==> src/rtl/hazard_flush_unit.sv <==
// hazard_flush_unit
// Pipeline hazard controller beside the decode stage. It detects load-use
// hazards between the decode instruction and the load held in the
// decode/execute buffer, and taken branches resolved in execute. It drives
// the PC/fetch stall, the decode/execute bubble, the fetch/decode flush and
// the 2-bit flush count consumed by the decode/execute buffer.
//
// Optional feature macro: HAZARD_STALL_CNT_EN
//   defined   -> a 16-bit saturating stall-cycle counter is built
//   undefined -> no counter, stall_count is tied to 0

module hazard_flush_unit #(
  parameter int FLUSH_DEPTH = 2,
  parameter int MEM_WAIT    = 1
) (
  input  logic        Clk,
  input  logic        Rst,
  input  logic [2:0]  dec_src1,
  input  logic [2:0]  dec_src2,
  input  logic        dec_use1,
  input  logic        dec_use2,
  input  logic        de_mr,
  input  logic        de_rw,
  input  logic [2:0]  de_dst,
  input  logic        branch_taken,
  output logic        pc_stall,
  output logic        fd_stall,
  output logic        fd_flush,
  output logic        de_bubble,
  output logic [1:0]  flush_num,
  output logic        busy,
  output logic [15:0] stall_count
);

  typedef enum logic [1:0] {
    IDLE  = 2'd0,
    STALL = 2'd1,
    FLUSH = 2'd2
  } state_e;

  // The first cycle of a stall or flush is produced combinationally from
  // IDLE, so the registered counter only has to cover the remaining cycles.
  localparam logic [1:0] FlushNum    = 2'(FLUSH_DEPTH);
  localparam logic [1:0] FlushReload = 2'(FLUSH_DEPTH - 1);
  localparam logic [1:0] StallReload = 2'(MEM_WAIT - 1);
  localparam bit         FlushMulti  = (FLUSH_DEPTH > 1);
  localparam bit         StallMulti  = (MEM_WAIT > 1);

  state_e     state_q, state_d;
  logic [1:0] cnt_q, cnt_d;
  logic       srcMatch1, srcMatch2;
  logic       loadUse;

  // A load in decode/execute whose destination is read by the decode
  // instruction cannot forward in time, so decode must wait.
  always_comb begin
    srcMatch1 = dec_use1 && (dec_src1 == de_dst);
    srcMatch2 = dec_use2 && (dec_src2 == de_dst);
    loadUse   = de_mr && de_rw && (srcMatch1 || srcMatch2);
  end

  // Next-state and output decode; a taken branch beats any stall or flush
  // in progress, which in turn beats a fresh load-use hazard.
  always_comb begin
    state_d   = state_q;
    cnt_d     = cnt_q;
    pc_stall  = 1'b0;
    fd_stall  = 1'b0;
    fd_flush  = 1'b0;
    de_bubble = 1'b0;
    flush_num = 2'd0;

    if (branch_taken) begin
      fd_flush  = 1'b1;
      de_bubble = 1'b1;
      flush_num = FlushNum;
      if (FlushMulti) begin
        state_d = FLUSH;
        cnt_d   = FlushReload;
      end else begin
        state_d = IDLE;
        cnt_d   = 2'd0;
      end
    end else begin
      case (state_q)
        STALL: begin
          pc_stall  = 1'b1;
          fd_stall  = 1'b1;
          de_bubble = 1'b1;
          if (cnt_q <= 2'd1) begin
            state_d = IDLE;
            cnt_d   = 2'd0;
          end else begin
            cnt_d   = cnt_q - 2'd1;
          end
        end
        FLUSH: begin
          fd_flush  = 1'b1;
          de_bubble = 1'b1;
          flush_num = cnt_q;
          if (cnt_q <= 2'd1) begin
            state_d = IDLE;
            cnt_d   = 2'd0;
          end else begin
            cnt_d   = cnt_q - 2'd1;
          end
        end
        default: begin
          if (loadUse) begin
            pc_stall  = 1'b1;
            fd_stall  = 1'b1;
            de_bubble = 1'b1;
            if (StallMulti) begin
              state_d = STALL;
              cnt_d   = StallReload;
            end else begin
              state_d = IDLE;
              cnt_d   = 2'd0;
            end
          end else begin
            state_d = IDLE;
            cnt_d   = 2'd0;
          end
        end
      endcase
    end
  end

  // State and remaining-cycle counter, cleared synchronously.
  always_ff @(posedge Clk) begin
    if (Rst) begin
      state_q <= IDLE;
      cnt_q   <= 2'd0;
    end else begin
      state_q <= state_d;
      cnt_q   <= cnt_d;
    end
  end

  assign busy = (state_q != IDLE);

`ifdef HAZARD_STALL_CNT_EN
  logic [15:0] stallCount_q, stallCount_d;

  // Count every cycle the PC is held, sticking at all-ones instead of wrapping.
  always_comb begin
    stallCount_d = stallCount_q;
    if (pc_stall && (stallCount_q != 16'hFFFF)) begin
      stallCount_d = stallCount_q + 16'd1;
    end
  end

  // Performance counter register, cleared with the rest of the unit.
  always_ff @(posedge Clk) begin
    if (Rst) begin
      stallCount_q <= 16'd0;
    end else begin
      stallCount_q <= stallCount_d;
    end
  end

  assign stall_count = stallCount_q;
`else
  assign stall_count = 16'd0;
`endif

endmodule
==> config.mk <==
export PLATFORM = sky130hd
export DESIGN_NAME = hazard_flush_unit
export DESIGN_NICKNAME = d
export VERILOG_FILES = /design/src/rtl/hazard_flush_unit.sv
export SDC_FILE = /design/constraint.sdc
export NUM_CORES = 1
export LEC_CHECK = 0
export ABC_AREA = 1
export CAP_MARGIN = 20
export CORE_UTILIZATION = 32
export DETAILED_ROUTE_END_ITERATION = 16
export GPL_ROUTABILITY_DRIVEN = 1
export PLACE_DENSITY = 0.83
export SYNTH_ARGS = -nofsm -noshare
export SYNTH_HDL_FRONTEND = slang
export SYNTH_SLANG_ARGS = --single-unit
==> constraint.sdc <==
create_clock -name Clk -period 2.4 [get_ports Clk]
set_input_delay 0.36 -clock Clk [delete_from_list [all_inputs] [get_ports Clk]]
set_output_delay 0.36 -clock Clk [all_outputs]
set_load 0.005 [all_outputs]
# == Word level (Yosys, flattened, before mapping) ==
# Cells that the tools add are included.
# totals
regBits,3
latchBits,0
ramBits,0
romBits,0
inputBits,16
mem_count,0
# classes
addsub,1
n_mul,0
div,0
n_lt_le_gt_ge,1
n_eq_ne,3
n_shift,0
muxes,15
bitwise,1
n_reduce_logical,6
# ops
operator,n
$mux 1,10
$mux 2,5
$eq 3x3->1,2
$logic_and 1x1->1,4
$reduce_or 4->1,1
$ne 3x1->1 const B,1
$le 2x1->1 const B,1
$sub 2x1->2 const B,1
$logic_or 1x1->1,1
$not 1->1,1

# == Longest topological paths before layout ==
# depth
word_depth,7
depth_mapped,9
mapped_depth_nobuf,8

# == Least setup slack after synthesis ==
# OpenSTA, ideal clock, no wires.
# synth_timing
path_kind,input-to-output
from,input de_dst[2]
to,output pc_stall
t_arrival_ns,0.944
required_time_ns,2.040
setup_slack_ns,1.096
cell_stages,9
n_path_buf,1
path_cell_list,inv_1 > nand2_1 > nand2_1 > nor2_1 > nand2_1 > nand2_1 > nand2_2 > nor2_2 > buf_4
# synth_between
elab_chain_len,7
word_cells_on_any_way,9
cone_classes,2 x eq/ne; 3 x mux; 4 x reduce/logical
# synth_rtl
item,line_no,text
start: declaration,24,"input logic [2:0] de_dst,"
"$eq 3x3->1, on equally long branches","57, 58",
"$logic_and 1x1->1, on equally long branches","57, 58",
$logic_or 1x1->1 *,59,loadUse = de_mr && de_rw && (srcMatch1 || srcMatch2);
$logic_and 1x1->1 *,59,
$mux 1 * (3 in series),-,
end: declaration,26,"output logic pc_stall,"
# Every way passes the cells marked *; elsewhere a longest branch is shown, timed or not.

# == Worst setup path after layout ==
# layout_timing
from,input de_dst[1]
to,output pc_stall
# layout_between
elab_chain_len,7
word_cells_on_any_way,9
cone_classes,2 x eq/ne; 3 x mux; 4 x reduce/logical
# layout_rtl
item,line_no,text
"$eq 3x3->1, on equally long branches","57, 58",
"$logic_and 1x1->1, on equally long branches","57, 58",
$logic_or 1x1->1 *,59,
$logic_and 1x1->1 *,59,
$mux 1 *,109,if (loadUse) begin
$mux 1 *,-,
$mux 1 *,73,if (branch_taken) begin
# Marks and branches as above.

==> metrics.yaml <==
outcome: "finished clean"
yosysMostFrequentCell: "nand2_1"
hp-class: "flop to flop"
vias_per_cell: 3.70
ys.flop_type: "dfxtp_1"
cap_violations: 0
syn_avg_cell_area_sq_um: 5.65
hold_slack_ps: 496
grt_pass1_wl_microns: 1240
fin_skew_ps: 0.892
clk_latency_ps: 230
synth_area_sq_um: 429
crit_arrival_ps: 1870
clock-sinks: 3
async_flop_share_pct: 0
gp_routability_congestion: 0.629
rr_endpoint: "cnt_q[1]"
power_frac_seq_pct: 25.9
path_max_fanout: 3
drcViolationCount: 0
cts_hold_buf: 0
syn_to_final_growth_pct: 45.5
antenna_found_initial: 0
fin_crit_sh_pct: 92.9
finalSetupTns_ps: 0
dp_cells: 110
die_w_microns: 38.6
ys_types: 14
start_kind: "input pin"
antenna_left: 0
path_clk_slew_ps: 30
combPwrFrac_pct: 32.5
rr_worst_depth: 5
p_leak_nw: 0.352
critPathCapture: "pc_stall"
period_minus_slack_ps: 2230
synth_common_cells: "nand2_1 (22), buf_4 (17), inv_1 (13), nor2_1 (9), dfxtp_1 (3)"
post_cts_buffers: 0
slew_violations: 0
r2r_start: "cnt_q[1]"
drt_pre_antenna_iters: 4
n_fill_cell: 123
switching_power_mw: 0.0544
ir_worst_vdd_mv: 0.356
cts_made_buffers: 3
totalPowerFinal_mw: 0.207
portBuffers: 22
ys_seq_elements: 3
synth_largest_area_cell: "buf_4"
grt_overflow: 0
grt_pass1_vias: 355
hold_viol_final: 0
dieArea_sq_um: 1490
fin_cells: 114
rows: 12
grt_start_max_net_pins: 6
swShare_pct: 26.3
drtIter0Drc: 5
crit_path_start: "de_dst[1]"
fmax_mhz: 448
yosysWarnings: 0
rsz0062_at_grt: "no"
ios: 39
synth_top_cells_by_area: "buf_4 (30%), nand2_1 (19%), dfxtp_1 (14%)"
vias: 422
fin_ws_ps: 169
crit_type: "input pin to output port"
p_per_area_nw_per_um2: 331
r2r_slack_ps: 1510
ys_seq_area_share_pct: 14.0
die_h_microns: 38.6
grt_usage_pct: 12.2
p_int_mw: 0.152
synthCells: 76
clockBufferDepth: 2
cts_root_buf: "clkbuf_4"
start_util_pct: 36.6
fin_area_sq_um: 624
synth-edff-count: 0
post_drt_wl_per_cell_microns: 6.74
final_util_pct: 53.3
core_area_sq_um: 1170
drive_above_1_share_pct: 7.00
antennaDiodeCount: 0
dp_hpwl_microns: 672
place_area_sq_um: 596
crit_path_end_kind: "output port"
num-nets-final: 119
synth_top_area_share_pct: 29.7
cts_htree_levels: 1
routed_wl_microns: 768
dp_slack_ps: 141
cts_tree: "done"
worstPathRequired_ps: 2040
p_clk_share_pct: 41.6
setup_viol: 0
==> logic make-up (layout without fill, tap and decap cells) <==
family / after synthesis / count (layout) / synth area share (%)
buffers and inverters: 31 / 40 / 42.0
AO/OA/AOI/OAI: 3 / 3 / 3.50
other: 1 / 16 / 0.874
adder cells (fa/ha/maj): 2 / 2 / 5.83
flip-flops: 3 / 3 / 14.0
AND/OR/NAND/NOR: 36 / 36 / 33.8
==> worst max-delay path, cell delays in order <==
cell and delay, ps:
clkdlybuf4s50_1 510, inv_2 50, nand2_1 50, nand2_1 40, nor2_1 90, nand2_1 60
nand2_1 70, nand2_2 60, nor2_2 90, clkdlybuf4s50_1 500
==> power groups by stage <==
stage | logic [mW] | registers [mW] | clock network [mW]
4_1_cts | 0.0679 | 0.0536 | 0.0896
6_report | 0.0673 | 0.0536 | 0.0860
3_5_place_dp | 0.0674 | 0.0543 | 0
5_1_grt | 0.0785 | 0.0540 | 0.0920
2_1_floorplan | 0.0472 | 0.0541 | 0
3_3_place_gp | 0.0666 | 0.0543 | 0
==> cells in the final DEF, fill, tap and decap left out, drive strengths merged <==
master / count
conb: 16
nor2: 10
o21ai: 2
a21oi: 1
dlymetal6s2s: 1
inv: 14
clkdlybuf4s50: 21
nand2: 24
dfxtp: 3
ha: 2
nor3: 1
nand3: 1
clkbuf: 4
==> timing repair <==
item | in CTS | in global routing
resized for setup | 0 | 1
hold endpoints to repair | 0 | 0
setup endpoints to repair | 0 | 2
==> cell type report <==
cell class / instances / area (sq um) / share of cell area (%)
clock buffer: 4 / 26.3 / 4.21
timing repair buffer: 22 / 223 / 35.7
sequential: 3 / 60.1 / 9.62
multi-input combinational: 57 / 245 / 39.3
inverter: 14 / 52.6 / 8.42
tap: 14 / 17.5 / 2.81
==> per-layer routing <==
layer | share of wire (%) | global-route usage (%) | vias to the layer above
li1 | - | - | 236
met3 | 9.0 | 3.47 | 0
met5 | 0 | 0 | -
met1 | 42 | 13.2 | 164
met2 | 49 | 20.4 | 22
met4 | 0 | 7.76 | 0
==> flip-flops by register name, summed over array words and instances, names as in the netlist <==
signal	cells
cnt_q	2
state_q	1
==> worst min-delay path by stage <==
stage              from       end  slack [ps]  cells after the start
6_report       cnt_q[1]  cnt_q[1]         500                      2
5_1_grt        cnt_q[1]  cnt_q[1]         530                      2
4_1_cts        cnt_q[1]  cnt_q[1]         500                      2
3_5_place_dp   cnt_q[1]  cnt_q[1]         490                      2
3_3_place_gp   cnt_q[1]  cnt_q[1]         490                      2
2_1_floorplan       Rst  cnt_q[0]         430                      1
Note: power is estimated with default switching activity, not from simulation.
==> patch (config.mk and constraints unchanged) <==
Encoding of `state_e`: now one-hot (3 bits for 3 states).
--- a/src/rtl/hazard_flush_unit.sv
+++ b/src/rtl/hazard_flush_unit.sv
@@ -32,10 +32,10 @@
   output logic [15:0] stall_count
 );
 
-  typedef enum logic [1:0] {
-    IDLE  = 2'd0,
-    STALL = 2'd1,
-    FLUSH = 2'd2
+  typedef enum logic [2:0] {
+    IDLE  = 3'b001,
+    STALL = 3'b010,
+    FLUSH = 3'b100
   } state_e;
 
   // The first cycle of a stall or flush is produced combinationally from
Check against the original RTL: no difference found for any inputs over 10 cycles, from zero or initial values and one cycle with Rst high; not proved beyond that.
==> patch against the unedited design <==
Setup slack got worse by 38 ps; power increased by 6.6%; clock skew increased by 1.7 ps; critical path type unchanged; final area increased by 5.6%; fmax decreased by 1.7%; combinational power increased by 4.2%; critical path depth unchanged; synthesized cell count increased by 7.9%; via count increased by 7.1%; die area increased by 8.8%; largest power group unchanged; final cell count increased by 5.3%; area after synthesis increased by 9.3%; wire length increased by 1.6%; sequential cell count increased by 1.
==> patch: results (changes against the unedited design) <==
Run status
  • Status: finished clean

Yosys
  • Top cells by count, synth: 26 x nand2_1, 17 x buf_4, 15 x inv_1
  • Compound-Gate Fraction of Synth Area: 2.93% (-0.57 points)
  • Sequential area share after synthesis: 17.1% (+3.1 points)
  • Main area contributors after synthesis: buf_4 27%, nand2_1 21%, dfxtp_1 17%
  • #FFs+latches synth: 4 (+1)
  • Avg Synthesized Cell Area: 5.72 um^2 (+1.3%)

Power
  • Sw power: 55.5 uW (+2.1%)
  • VDD IR max: 0.343 mV (-3.6%)
  • Clock net power: 79.6 uW (-7.4%)

Setup path
  • Worst R2R Setup Slack: 1350 ps (-160 ps)
  • Crit path max fanout: 4 (+1)
  • FF-to-FF path depth: 6 (+1)
  • CP arrival: 1910 ps (+40 ps)

Placed design
  • Final GP Congestion: 0.622 (-1.2%)
  • Dpl ws: 117 ps (-23.9 ps)
  • DP HPWL: 672 um (about the same)
  • Area after DPL: 637 um^2 (+6.9%)

STA
  • Fin Hold WS: 550 ps (+54.4 ps)
  • Clock Skews: 2.63 ps (+1.74 ps)
  • Fin crit share: 94.5% (+1.6 points)

Final layout
  • Clock buf count: 3 (-1)
  • Multi-input gates: 60 (+5.3%)
  • Largest registers: cnt_q x2, state_q x2
  • Share of post-route cells with drive strength above 1: 6.67% (-0.33 points)
  • Signal buffers: 22 (unchanged)
  • Non-clk buf share: 33.4% (-2.3 points)
  • Fillers: 144 (+17%)
  • Fraction of area in multi-input gates: 39.1% (-0.19 points)
  • Fin cells: 120 (+5.3%)
  • FF/Latch Area: 80.1 um^2 (+33%)
  • Inverter count: 16 (+2)
  • Clock-cell share of area: 3.42% (-0.79 points)
  • Nets: 125 (+5.0%)

Global routing
  • Total GRT Usage: 10.0% (-2.1 points)
  • First-pass GRT wire length: 1.10 mm (-12%)
  • GR Layer Usage met1: 8.22% (-5.0 points)
  • M2 GR Usage: 23.0% (+2.6 points)
  • Largest net degree at the start of global routing: 5 (-1)
  • GRT met3 Usage: 0% (-3.5 points)

Drt
  • Initial DRC Count: 3 (-2)
  • Routed vias/inst: 3.77 (+1.8%)
  • Pre-antenna DRT Iters: 2 (-2)
  • Final wirelength: 780 um (+1.6%)

Clock network
  • # Post-CTS Setup Buffers: 0 (unchanged)
## patch: cell types whose count changed after synthesis, sizes merged
cell | before | now
nand2 | 24 | 27
inv | 14 | 16
dfxtp | 3 | 4
nor2 | 10 | 11
nor3 | 1 | 0
nor4 | 0 | 1
o21ai | 2 | 1
## patch: how the worst max path moves through the flow
stage,end,cells after the start,start
6_report,pc_stall,10,de_dst[0]
5_1_grt,fd_stall,10,de_dst[0]
4_1_cts,pc_stall,10,de_dst[2]
3_5_place_dp,pc_stall,10,de_dst[2]
3_3_place_gp,pc_stall,10,de_dst[2]
2_1_floorplan,pc_stall,9,dec_src1[2]
## patch: metal layers
| metal | vias to the layer above | share of wire [%] |
|---|---|---|
| li1 | 250 | - |
| met1 | 183 | 34 |
| met2 | 19 | 59 |
| met3 | 0 | 6.7 |
| met4 | 0 | 0 |
| met5 | - | 0 |
